<file path="config.mk">
export PLATFORM = sky130hd
export DESIGN_NAME = div_err_monitor
export DESIGN_NICKNAME = d
export VERILOG_FILES = /design/src/rtl/div_metrics_pkg.sv /design/src/rtl/exact_div_step.sv /design/src/rtl/div_err_monitor.sv
export SDC_FILE = /design/constraint.sdc
export NUM_CORES = 1
export LEC_CHECK = 0
export ABC_AREA = 1
export ABC_CLOCK_PERIOD_IN_PS = 3800
export CAP_MARGIN = 20
export CORE_MARGIN = 2
export CORE_UTILIZATION = 35
export DETAILED_ROUTE_END_ITERATION = 8
export RECOVER_POWER = 50
export SYNTH_ARGS = -nofsm -noshare
export SYNTH_HDL_FRONTEND = slang
export SYNTH_SLANG_ARGS = --single-unit
</file>
<file path="constraint.sdc">
create_clock -name clk -period 3.8 [get_ports clk]
set_input_delay 0.76 -clock clk [delete_from_list [all_inputs] [get_ports clk]]
set_output_delay 0.76 -clock clk [all_outputs]
set_load 0.01 [all_outputs]
</file>
<file path="src/rtl/div_metrics_pkg.sv">
// Shared types, sizes and the saturating-add helper for the divider error monitor.
package div_metrics_pkg;

  typedef enum logic [1:0] {IDLE, DIV, ACC} state_t;

  localparam int DIV_STEPS = 8;
  localparam int X_W       = 16;
  localparam int Y_W       = 8;

  // Adds b to a and clamps the result at the all-ones value of a w-bit field.
  function automatic logic [63:0] sat_add(input logic [63:0] a,
                                          input logic [63:0] b,
                                          input int unsigned w);
    logic [64:0] sum;
    logic [64:0] lim;
    sum = {1'b0, a} + {1'b0, b};
    lim = (65'd1 << w) - 65'd1;
    if (sum > lim) return lim[63:0];
    return sum[63:0];
  endfunction

endpackage

</file>
<file path="src/rtl/exact_div_step.sv">
// One restoring-division step: shift in the next dividend bit, subtract y if it fits.
module exact_div_step
  import div_metrics_pkg::*;
(
  input  logic [Y_W-1:0] p,
  input  logic           x_bit,
  input  logic [Y_W-1:0] y,
  output logic [Y_W-1:0] p_next,
  output logic           q_bit
);

  logic [Y_W:0] t;
  logic [Y_W:0] diff;

  assign t      = {p, x_bit};
  assign diff   = t - {1'b0, y};
  assign q_bit  = (t >= {1'b0, y});
  // p < y on entry keeps t < 2y, so the difference always fits in Y_W bits.
  assign p_next = q_bit ? diff[Y_W-1:0] : t[Y_W-1:0];

endmodule

</file>
<file path="src/rtl/div_err_monitor.sv">
// Recomputes each sample's exact quotient/remainder and accumulates saturating
// error statistics against the approximate divider's outputs.
module div_err_monitor
  import div_metrics_pkg::*;
#(
  parameter int CNT_W = 32,
  parameter int SUM_W = 40
)
(
  input  logic             clk,
  input  logic             rst_n,
  input  logic             in_valid,
  output logic             in_ready,
  input  logic [X_W-1:0]   x,
  input  logic [Y_W-1:0]   y,
  input  logic [Y_W-1:0]   q_app,
  input  logic [Y_W-1:0]   r_app,
  input  logic             clr,
  output logic             upd,
  output logic [CNT_W-1:0] n_samples,
  output logic [CNT_W-1:0] n_err,
  output logic [CNT_W-1:0] n_oor,
  output logic [SUM_W-1:0] sum_ed_q,
  output logic [Y_W-1:0]   max_ed_q
);

  localparam int STEP_W = $clog2(DIV_STEPS);

  state_t state, state_next;

  logic [Y_W-1:0]    x_lo_r;
  logic [Y_W-1:0]    y_r;
  logic [Y_W-1:0]    q_app_r;
  logic [Y_W-1:0]    r_app_r;
  logic [Y_W-1:0]    p_r;
  logic [Y_W-1:0]    q_r;
  logic [STEP_W-1:0] step;
  logic              oor_r;

  logic              xfer;
  logic              in_range;
  logic [Y_W-1:0]    p_next;
  logic              q_bit;
  logic [Y_W-1:0]    ed;
  logic              mismatch;

  assign in_ready = (state == IDLE);
  assign xfer     = in_valid & in_ready & ~clr;
  assign in_range = (y != '0) && (x[X_W-1:Y_W] < y);
  assign ed       = (q_r >= q_app_r) ? (q_r - q_app_r) : (q_app_r - q_r);
  assign mismatch = (q_r != q_app_r) || (p_r != r_app_r);

  exact_div_step u_step (
    .p      (p_r),
    .x_bit  (x_lo_r[step]),
    .y      (y_r),
    .p_next (p_next),
    .q_bit  (q_bit)
  );

  always_ff @(posedge clk or negedge rst_n) begin
    if (!rst_n) state <= IDLE;
    else        state <= state_next;
  end

  always_comb begin
    state_next = state;
    case (state)
      IDLE:    if (xfer) state_next = in_range ? DIV : ACC;
      DIV:     if (step == '0) state_next = ACC;
      ACC:     state_next = IDLE;
      default: state_next = IDLE;
    endcase
    if (clr) state_next = IDLE;
  end

  // Partial remainder starts as the dividend's high byte; quotient bits fill MSB first.
  always_ff @(posedge clk or negedge rst_n) begin
    if (!rst_n) begin
      x_lo_r  <= '0;
      y_r     <= '0;
      q_app_r <= '0;
      r_app_r <= '0;
      p_r     <= '0;
      q_r     <= '0;
      step    <= '0;
      oor_r   <= 1'b0;
    end else if (xfer) begin
      x_lo_r  <= x[Y_W-1:0];
      y_r     <= y;
      q_app_r <= q_app;
      r_app_r <= r_app;
      p_r     <= x[X_W-1:Y_W];
      q_r     <= '0;
      step    <= STEP_W'(DIV_STEPS - 1);
      oor_r   <= ~in_range;
    end else if (state == DIV) begin
      p_r       <= p_next;
      q_r[step] <= q_bit;
      step      <= step - 1'b1;
    end
  end

  always_ff @(posedge clk or negedge rst_n) begin
    if (!rst_n) begin
      upd       <= 1'b0;
      n_samples <= '0;
      n_err     <= '0;
      n_oor     <= '0;
      sum_ed_q  <= '0;
      max_ed_q  <= '0;
    end else begin
      upd <= 1'b0;
      if (clr) begin
        n_samples <= '0;
        n_err     <= '0;
        n_oor     <= '0;
        sum_ed_q  <= '0;
        max_ed_q  <= '0;
      end else if (state == ACC) begin
        upd <= 1'b1;
        if (oor_r) begin
          n_oor <= CNT_W'(sat_add(64'(n_oor), 64'd1, CNT_W));
        end else begin
          n_samples <= CNT_W'(sat_add(64'(n_samples), 64'd1, CNT_W));
          sum_ed_q  <= SUM_W'(sat_add(64'(sum_ed_q), 64'(ed), SUM_W));
          if (ed > max_ed_q) max_ed_q <= ed;
          if (mismatch) n_err <= CNT_W'(sat_add(64'(n_err), 64'd1, CNT_W));
        end
      end
    end
  end

endmodule

</file>
==> results.py, run 1 <==
metrics = {
    "status": {
        "outcome": "complete, but fails checks",
        "violations": "capacitance limit, slew limit",
    },
    "cells_and_area": {
        "drive_above_1_share_pct": 9.79,
        "nFillCells": 4229,
        "layout_commonest_cell": "nand2_1",
        "stdcell_area_um2": 18500,
        "nets": 2541,
        "fin_cells": 2983,
        "mostFrequentLayoutCells": "nand2_1 (775), inv_1 (249), nor2_1 (199), dfrtp_1 (199), clkdlybuf4s50_1 (173)",
        "antenna_cells": 0,
        "area_growth_pct": 26.9,
    },
    "timing": {
        "fin_crit_sh_pct": 98.0,
        "whs_ns": 0.485,
        "relSlewSlack_pct": -31.9,
        "timing.fmax_mhz": 269,
        "hold_viol": 0,
        "period_minus_slack_ns": 3.72,
        "worst_slew_pin_slew_ns": 1.98,
        "timing.final.max_slew_violations": 230,
        "setup_tns_ns": 0,
        "rsz0062_at_grt": "yes",
        "setup_violations": 0,
        "clock-skew-final_ns": 0.0137,
    },
    "route": {
        "routedWlPerCell_um": 15.5,
        "initialDrtViolationCount": 892,
        "wl_um": 46300,
        "antenna_left": 0,
        "firstDrtPassIters": 6,
        "vias": 14700,
        "drc": 0,
        "via_per_inst": 4.93,
    },
    "power": {
        "total_power_w": 0.00764,
        "intPower_w": 0.00481,
        "p_sw_w": 0.00282,
        "p_seq_share_pct": 32.2,
        "vdd.ir_drop.worst_mv": 0.258,
        "comb_power_share_pct": 42.5,
        "p_sw_share_pct": 37.0,
        "power_frac_clock_pct": 25.4,
        "leakage_nw": 9.05,
        "cellPowerDensity_nw_per_um2": 413,
    },
    "logic_synthesis": {
        "synth_top_family_by_area": "simple AND/OR/NAND/NOR gates",
        "synth_async_sr_flop_share_pct": 100,
        "synth_xor_area_share_pct": 5.41,
        "synthFlopType": "dfrtp_1",
        "syn_inst": 2187,
        "syn_area_um2": 14600,
        "synth_fa_ha_area_share_pct": 5.27,
        "synthSimpleGateAreaFrac_pct": 38.1,
        "synth-compound-area-share_pct": 8.09,
        "yosysSeqAreaShare_pct": 34.2,
        "yosysUniqueCellTypes": 47,
        "synth_edf_count": 0,
        "synth-seq-cells": 199,
        "ys_warn_count": 0,
        "syn_avg_cell_area_um2": 6.66,
        "muxShareOfSynthArea_pct": 0.137,
        "synth_nets": 2290,
    },
    "die": {
        "coreArea_um2": 40900,
        "die_y_um": 208,
        "rows": 74,
        "dieArea_um2": 43300,
        "die_w_um": 208,
        "initial_utilization_pct": 35.6,
        "ios": 190,
    },
    "placement": {
        "post_dp_cell_area_um2": 17600,
        "port_buffers": 189,
        "hpwl_um": 35400,
        "dp_cells": 2937,
        "gp_congestion": 0.909,
    },
    "worst_setup_path": {
        "crit_top_cell": "inv_2",
        "r2r-start": "q_r[0]",
        "crit_path_start_kind": "register",
        "cp_max_fo": 5,
        "cp.buffers_inverters": 10,
        "crit_arrival_ns": 4.10,
        "endpoint_kind": "register",
        "ff2ff_path_depth": 28,
        "cp_top_family": "simple AND/OR/NAND/NOR gates",
        "max_stage_delay_ns": 0.39,
        "setup.worst_path.start": "q_r[0]",
        "crit_required_ns": 4.18,
        "worst-path-stages": 28,
        "slowest_stage": "dfrtp_1",
        "path_class": "reg -> reg",
    },
    "worst_hold_path": {
        "min_from": "x_lo_r[0]",
        "min_path_type": "reg -> reg",
        "hold_path_depth": 2,
    },
    "global_routing": {
        "grt_max_degree": 77,
        "antenna_found_initial": 0,
        "grtUsageTotal_pct": 21.5,
        "grt_first_pass_wirelength_um": 75100,
        "grt_pass1_vias": 14200,
        "gr-total-overflow": 0,
    },
    "cts": {
        "tritoncts": "done",
        "cts.sinks": 199,
        "cts_buffer_depth": 2,
        "htreeDepth": 4,
        "clkLatencyLatePin_ns": 0.50,
        "clkTransAtPathRegs_ns": 0.08,
        "cts.root.buffer_cell": "clkbuf_16",
        "cts_buffers": 17,
    },
    "flow_run": {
        "drv_cap": 4,
    },
}
## stage by stage
stage	utilization (%)	setup WS [ns]
after floorplan	-	0.0322
after global placement	43.0	-0.110
after detailed placement	43.0	-0.227
after CTS	44.7	0.00855
after global routing	45.2	-0.175
final	45.2	0.0761
## area by class of cell
class                      instances  area [µm²]  area share, %
multi-input combinational       1664        8550           46.2
sequential                       199        4980           26.9
timing repair buffer             298        2730           14.7
inverter                         258         968           5.24
tap                              532         666           3.60
clock buffer                      18         439           2.37
clock inverter                    14         164          0.886
## timing repair
action	in CTS	in global routing
pin swaps	7	20
setup buffers	3	11
resized for setup	21	61
setup endpoints to repair	48	48
endpoints found under the hold margin	0	0
hold buffers	0	0
## routing by layer
layer	up-vias	track usage [%]	wire, µm
li1	7479	-	-
met1	6804	28.4	21700
met2	359	35.2	21500
met3	61	4.00	1960
met4	0	7.51	1210
met5	-	0	0
## worst reg2reg max path, delay by kind of cell, from the launching register on
kind                       cells  cell delay [ns]
buffers and inverters         10             0.89
DFF                            1             0.39
xor gates and xnor gates       1             0.14
and+or+nand+nor                9             0.93
AOI/OAI and AO/OA              5             0.44
adders and majority gates      3             0.80
## cells in the mapped netlist (5+ instances only)
cell type / number / area share (%)
a21o_1: 9 / 0.46
a21oi_1: 42 / 1.4
buf_2: 5 / 0.17
buf_6: 8 / 0.62
clkbuf_1: 46 / 1.2
dfrtp_1: 199 / 34
ha_1: 55 / 4.7
inv_1: 256 / 6.6
nand2_1: 785 / 20
nand3_1: 167 / 5.7
nand3_2: 24 / 1.6
nand3b_1: 8 / 0.41
nand4_1: 37 / 1.6
nor2_1: 210 / 5.4
nor2_2: 9 / 0.39
nor2_4: 5 / 0.39
nor3_1: 36 / 1.2
nor4_1: 13 / 0.56
o211ai_1: 6 / 0.31
o21ai_0: 112 / 3.8
o221ai_1: 6 / 0.36
o22ai_1: 12 / 0.52
xnor2_1: 15 / 0.90
xor2_1: 75 / 4.5
## final timing paths
check	to	slack (ns)
min in group asynchronous	n_oor[1]	0.83
hold / removal	x_lo_r[0]	0.49
hold reg to reg	x_lo_r[0]	0.49
setup reg to reg	sum_ed_q[31]	0.08
max in group asynchronous	n_err[16]	0.54
setup / recovery	sum_ed_q[31]	0.08
## power groups by stage
stage	Clock (W)	Sequential (W)	Combinational, W
after floorplan	0	0.00245	0.00178
after global placement	0	0.00249	0.00298
after detailed placement	0	0.00249	0.00303
after CTS	0.00201	0.00245	0.00312
after global routing	0.00208	0.00248	0.00366
final	0.00194	0.00246	0.00324
## registers in the layout (all words and copies together), names as in the netlist, 32 cells and up
signal and count:
n_err 32, sum_ed_q 40, n_oor 32, n_samples 32
## cell families after synthesis
logic type                 Yosys count
and+or+nand+nor                   1305
buffers and inverters              324
AOI/OAI and AO/OA                  208
DFF                                199
xor gates and xnor gates            90
adders and majority gates           59
muxes                                2
(Power assumes the default switching activity.)
==> inputs of run 2 (changes only) <==
Settings changed: SKIP_LAST_GASP from default to 1.
==> run 2 against run 1 <==
The flow still finishes with violations (capacitance limit, slew limit). Utilization unchanged. Die area unchanged. Non-clock buffer count unchanged. Setup slack got worse by 0.0010 ns. Flip-flop and latch count unchanged. Clock skew increased by 0.0012 ns. Maximum frequency about the same. Via count about the same. Largest power group unchanged.
==> results.py, run 2 (synthesized netlist as in run 1, its figures left out) <==
metrics = {
    "status": {
        "outcome": "complete, but fails checks",
        "violations": "capacitance limit, slew limit",
    },
    "cts": {
        "tritoncts": "done",
        "clkTransAtPathRegs_ns": 0.08,
        "cts_buffer_depth": 2,
        "cts.sinks": 199,
        "clkLatencyLatePin_ns": 0.50,
        "htreeDepth": 4,
        "cts.root.buffer_cell": "clkbuf_16",
        "cts_buffers": 17,
        "ctsHoldBuffers": 0,
    },
    "route": {
        "wl_um": 46300,
        "routedWlPerCell_um": 15.5,
        "firstDrtPassIters": 5,
        "vias": 14700,
        "via_per_inst": 4.93,
        "drc": 0,
        "initialDrtViolationCount": 892,
        "antenna_left": 0,
    },
    "timing": {
        "period_minus_slack_ns": 3.72,
        "clock-skew-final_ns": 0.0148,
        "hold_viol": 0,
        "worst_slew_pin_slew_ns": 1.98,
        "rsz0062_at_grt": "yes",
        "timing.final.max_slew_violations": 230,
        "fin_crit_sh_pct": 98.0,
        "relSlewSlack_pct": -31.8,
        "timing.fmax_mhz": 268,
        "setup_tns_ns": 0,
        "setup_violations": 0,
    },
    "global_routing": {
        "antenna_found_initial": 0,
        "grt_pass1_vias": 14200,
        "grt_max_degree": 77,
        "gr-total-overflow": 0,
        "grt_first_pass_wirelength_um": 75100,
        "grtUsageTotal_pct": 21.5,
    },
    "cells_and_area": {
        "drive_above_1_share_pct": 9.79,
        "area_growth_pct": 26.9,
        "regMostFlops": "sum_ed_q",
        "mostFrequentLayoutCells": "nand2_1 (775), inv_1 (249), nor2_1 (199), dfrtp_1 (199), clkdlybuf4s50_1 (173)",
        "antenna_cells": 0,
        "nets": 2541,
        "stdcell_area_um2": 18500,
        "layout_commonest_cell": "nand2_1",
        "largest_register_ff_count": 40,
    },
    "die": {
        "rows": 74,
        "die_y_um": 208,
        "ios": 190,
        "dieArea_um2": 43300,
        "coreArea_um2": 40900,
        "die_w_um": 208,
        "initial_utilization_pct": 35.6,
    },
    "worst_setup_path": {
        "crit_path_start_kind": "register",
        "max_stage_delay_ns": 0.39,
        "cp_max_fo": 5,
        "slowest_stage": "dfrtp_1",
        "path_class": "reg -> reg",
        "crit_top_cell": "inv_2",
        "crit_arrival_ns": 4.10,
        "ff2ff_path_depth": 28,
        "crit_required_ns": 4.17,
        "endpoint_kind": "register",
        "rrSetupSlack_ns": 0.08,
    },
    "power": {
        "cellPowerDensity_nw_per_um2": 413,
        "leakage_nw": 9.05,
        "vdd.ir_drop.worst_mv": 0.258,
    },
    "placement": {
        "hpwl_um": 35400,
        "gp_congestion": 0.909,
        "post_dp_cell_area_um2": 17600,
        "port_buffers": 189,
    },
    "worst_hold_path": {
        "hold_path_depth": 2,
        "min_path_type": "reg -> reg",
    },
    "flow_run": {
        "drv_cap": 4,
    },
}
-- run 2: routing by layer --
| metal | share of wire, % | wire, µm | vias up | GRT usage [%] |
|---|---|---|---|---|
| met4 | 2.6 | 1220 | 0 | 7.51 |
| met2 | 46 | 21500 | 361 | 35.2 |
| met1 | 47 | 21600 | 6805 | 28.4 |
| met3 | 4.3 | 1990 | 64 | 4.00 |
| met5 | 0 | 0 | - | 0 |
| li1 | - | - | 7480 | - |
-- run 2: repair_timing --
item,4_1_cts,5_1_grt
endpoints found under the setup margin,48,48
endpoints found under the hold margin,0,0
pin swaps,7,20
buffers inserted,3,11
resized for setup,21,60
-- run 2: area by class of cell --
type | instances | area [µm²]
clock inverter | 14 | 164
clock buffer | 18 | 439
fill | 4229 | 22400
sequential | 199 | 4980
timing repair buffer | 298 | 2730
inverter | 258 | 968
multi-input combinational | 1664 | 8550
tap | 532 | 666
-- run 2: critical path, delay by kind of cell, from the launching register on --
| family | cells | cell delay [ns] |
|---|---|---|
| simple gates | 9 | 0.93 |
| fa+ha+maj | 3 | 0.80 |
| flops | 1 | 0.39 |
| buf+inv | 10 | 0.89 |
| xor+xnor | 1 | 0.14 |
| compound gates | 5 | 0.44 |
-- run 2: per-stage QoR --
| step | worst slack, ns | total power (W) | instances | util, % | hold WS, ns |
|---|---|---|---|---|---|
| finish | 0.0751 | 0.00763 | 2983 | 45.2 | 0.485 |
| global route | -0.175 | 0.00821 | 2983 | 45.2 | 0.525 |
| CTS | 0.00855 | 0.00758 | 2972 | 44.7 | 0.300 |
| detailed placement | -0.227 | 0.00552 | 2937 | 43.0 | 0.474 |
| global placement | -0.110 | 0.00547 | 2937 | 43.0 | 0.468 |
| floorplan | 0.0322 | 0.00422 | 2187 | - | 0.449 |
-- run 2: report_power, final --
| part | switching [W] | total, W | internal [W] |
|---|---|---|---|
| clock | 0.000933 | 0.00194 | 0.00100 |
| combinational | 0.00173 | 0.00324 | 0.00152 |
| sequential | 0.000162 | 0.00246 | 0.00229 |
-- run 2: worst paths after layout --
kind | from | to
worst max-delay path | q_r[0] | sum_ed_q[31]
worst max register to register | q_r[0] | sum_ed_q[31]
worst min-delay path | x_lo_r[0] | x_lo_r[0]
min in group asynchronous | rst_n | n_oor[1]
max in group asynchronous | rst_n | n_err[16]
worst min register to register | x_lo_r[0] | x_lo_r[0]
==> inputs of run 3 (changes only) <==
Settings changed: DONT_BUFFER_PORTS from default to 1.
==> run 3 against run 2 <==
The flow finishes with violations (hold timing, capacitance limit, slew limit). Power fell by 1.4%. Global-route usage down 0.061 points. Sequential share of layout area rose by 3.1 points. First-iteration DRC count fell by 8.9%. Combinational power is 3% lower. Highest routed layer unchanged. Register-to-register slack lost 0.02 ns. Critical endpoint is now sum_ed_q[29]. Sequential power about the same.
==> results.py, run 3 (synthesized netlist as in run 1, its figures left out) <==
metrics = {
    "timing": {
        "timing.fmax_mhz": 267,
        "worst_slew_pin_slew_ns": 1.94,
        "setup_violations": 0,
        "fin_crit_sh_pct": 98.5,
        "timing.final.max_slew_violations": 94,
        "relSlewSlack_pct": -29.4,
        "whs_ns": -0.0461,
        "period_minus_slack_ns": 3.74,
        "clock-skew-final_ns": 0.0181,
        "layout_setup_ws_ns": 0.0581,
        "rsz0062_at_grt": "yes",
        "hold_viol": 180,
    },
    "route": {
        "drc": 0,
        "via_per_inst": 5.06,
        "routedWlPerCell_um": 16.4,
        "firstDrtPassIters": 5,
        "antenna_left": 0,
        "vias": 14000,
        "initialDrtViolationCount": 813,
        "wl_um": 45600,
    },
    "worst_setup_path": {
        "crit_arrival_ns": 4.16,
        "cp_max_fo": 4,
        "path_class": "reg -> reg",
        "ff2ff_path_depth": 25,
        "rrSetupSlack_ns": 0.06,
        "r2r-start": "q_r[0]",
        "crit_required_ns": 4.22,
        "setup.worst_path.start": "q_r[0]",
        "crit_path_start_kind": "register",
        "cp-endpoint": "sum_ed_q[29]",
        "endpoint_kind": "register",
        "rr_endpoint": "sum_ed_q[29]",
    },
    "power": {
        "vdd.ir_drop.worst_mv": 0.336,
        "leakage_nw": 8.27,
        "cellPowerDensity_nw_per_um2": 454,
    },
    "cells_and_area": {
        "post-route-util_pct": 40.5,
        "regMostFlops": "sum_ed_q",
        "mostFrequentLayoutCells": "nand2_1 (770), inv_1 (247), dfrtp_1 (199)",
        "drive_above_1_share_pct": 10.6,
        "layout_commonest_cell": "nand2_1",
        "nFillCells": 4373,
        "stdcell_area_um2": 16600,
        "area_growth_pct": 13.8,
        "largest_register_ff_count": 40,
        "antenna_cells": 0,
        "nets": 2335,
    },
    "placement": {
        "port_buffers": 0,
        "gp_congestion": 0.933,
        "hpwl_um": 34200,
        "place_ws_ns": -0.280,
        "post_dp_cell_area_um2": 15600,
    },
    "die": {
        "dieArea_um2": 43300,
        "die_y_um": 208,
        "coreArea_um2": 40900,
        "ios": 190,
        "die_w_um": 208,
        "initial_utilization_pct": 35.6,
        "rows": 74,
    },
    "cts": {
        "cts_buffers": 17,
        "clkLatencyLatePin_ns": 0.51,
        "tritoncts": "done",
        "htreeDepth": 4,
        "cts_buffer_depth": 2,
        "clkTransAtPathRegs_ns": 0.08,
        "cts.root.buffer_cell": "clkbuf_16",
        "cts.sinks": 199,
    },
    "global_routing": {
        "grt_first_pass_wirelength_um": 74900,
        "gr-total-overflow": 0,
        "grtUsageTotal_pct": 21.4,
        "grt_pass1_vias": 13600,
        "antenna_found_initial": 0,
        "grt_max_degree": 200,
    },
    "worst_hold_path": {
        "min_path_type": "in -> async",
    },
    "status": {
        "outcome": "complete, but fails checks",
        "violations": "hold timing, capacitance limit, slew limit",
    },
    "flow_run": {
        "drv_cap": 2,
    },
}
-- run 3: cell types whose count changed in the layout (fill, tap and decap cells not counted), sizes merged --
cell,delta
inv,-3
clkinvlp,+3
dlygate4sd3,-15
clkdlybuf4s50,-173
buf,-15
clkbuf,-3
-- run 3: layer usage --
metal / global-route usage [%] / routed length [µm] / vias to the layer above
met1: 28.2 / 20900 / 6571
met3: 4.57 / 2320 / 60
li1: - / - / 7071
met2: 34.9 / 21300 / 343
met5: 0 / 0 / -
met4: 7.24 / 1080 / 0
-- run 3: layout make-up --
type / instances / area, µm² / share of cell area [%]
multi-input cells: 1664 / 8650 / 52.2
clock inverters: 14 / 149 / 0.898
repair buffers: 92 / 736 / 4.44
flip-flops and latches: 199 / 4980 / 30.0
inverters: 258 / 968 / 5.84
well taps: 532 / 666 / 4.01
clock buffers: 18 / 429 / 2.59
-- run 3: worst max-delay path, stage by stage (launching register included) --
cell and delay [ns]:
dfrtp_1 0.39, inv_2 0.08, ha_4 0.13, inv_2 0.04, fa_2 0.40, inv_2 0.08
o21ai_2 0.07, nand2_1 0.07, nand4_1 0.18, buf_4 0.21, mux2i_2 0.18, xor2_1 0.25
inv_2 0.09, ha_4 0.30, a21oi_2 0.05, a21boi_4 0.14, inv_2 0.07, nand2_4 0.05
nand2_4 0.08, nand2_4 0.07, inv_1 0.13, nand4_1 0.10, or2_2 0.29, nand3_1 0.07
nand2_1 0.04, o21ai_0 0.11
-- run 3: metrics by stage --
stage               instances  total power, W  TNS (ns)
floorplan                2187         0.00422         0
global placement         2734         0.00522    -0.902
detailed placement       2734         0.00526     -6.14
CTS                      2767         0.00727         0
global route             2777         0.00809     -4.38
finish                   2777         0.00752         0
-- run 3: worst min path at each step --
stage / slack [ns] / cells after the start / endpoint
after floorplan: 0.45 / 2 / x_lo_r[0]
after global placement: 0.47 / 0 / n_oor[3]
after detailed placement: 0.47 / 0 / n_oor[5]
after CTS: -0.09 / 0 / n_oor[1]
after global routing: -0.07 / 0 / n_oor[5]
final: -0.05 / 0 / n_oor[1]
-- run 3: repair_timing --
action | CTS | global route
endpoints found under the hold margin | 199 | 199
gates resized for setup | 19 | 78
pin swaps | 4 | 24
endpoints found under the setup margin | 48 | 48
buffers inserted | 1 | 11
-- run 3: power by group --
group	leakage, nW	switching (W)	internal (W)
logic	5.30	0.00170	0.00145
clock network	0.267	0.000934	0.000971
registers	2.70	0.000181	0.00229
total	8.27	0.00281	0.00471
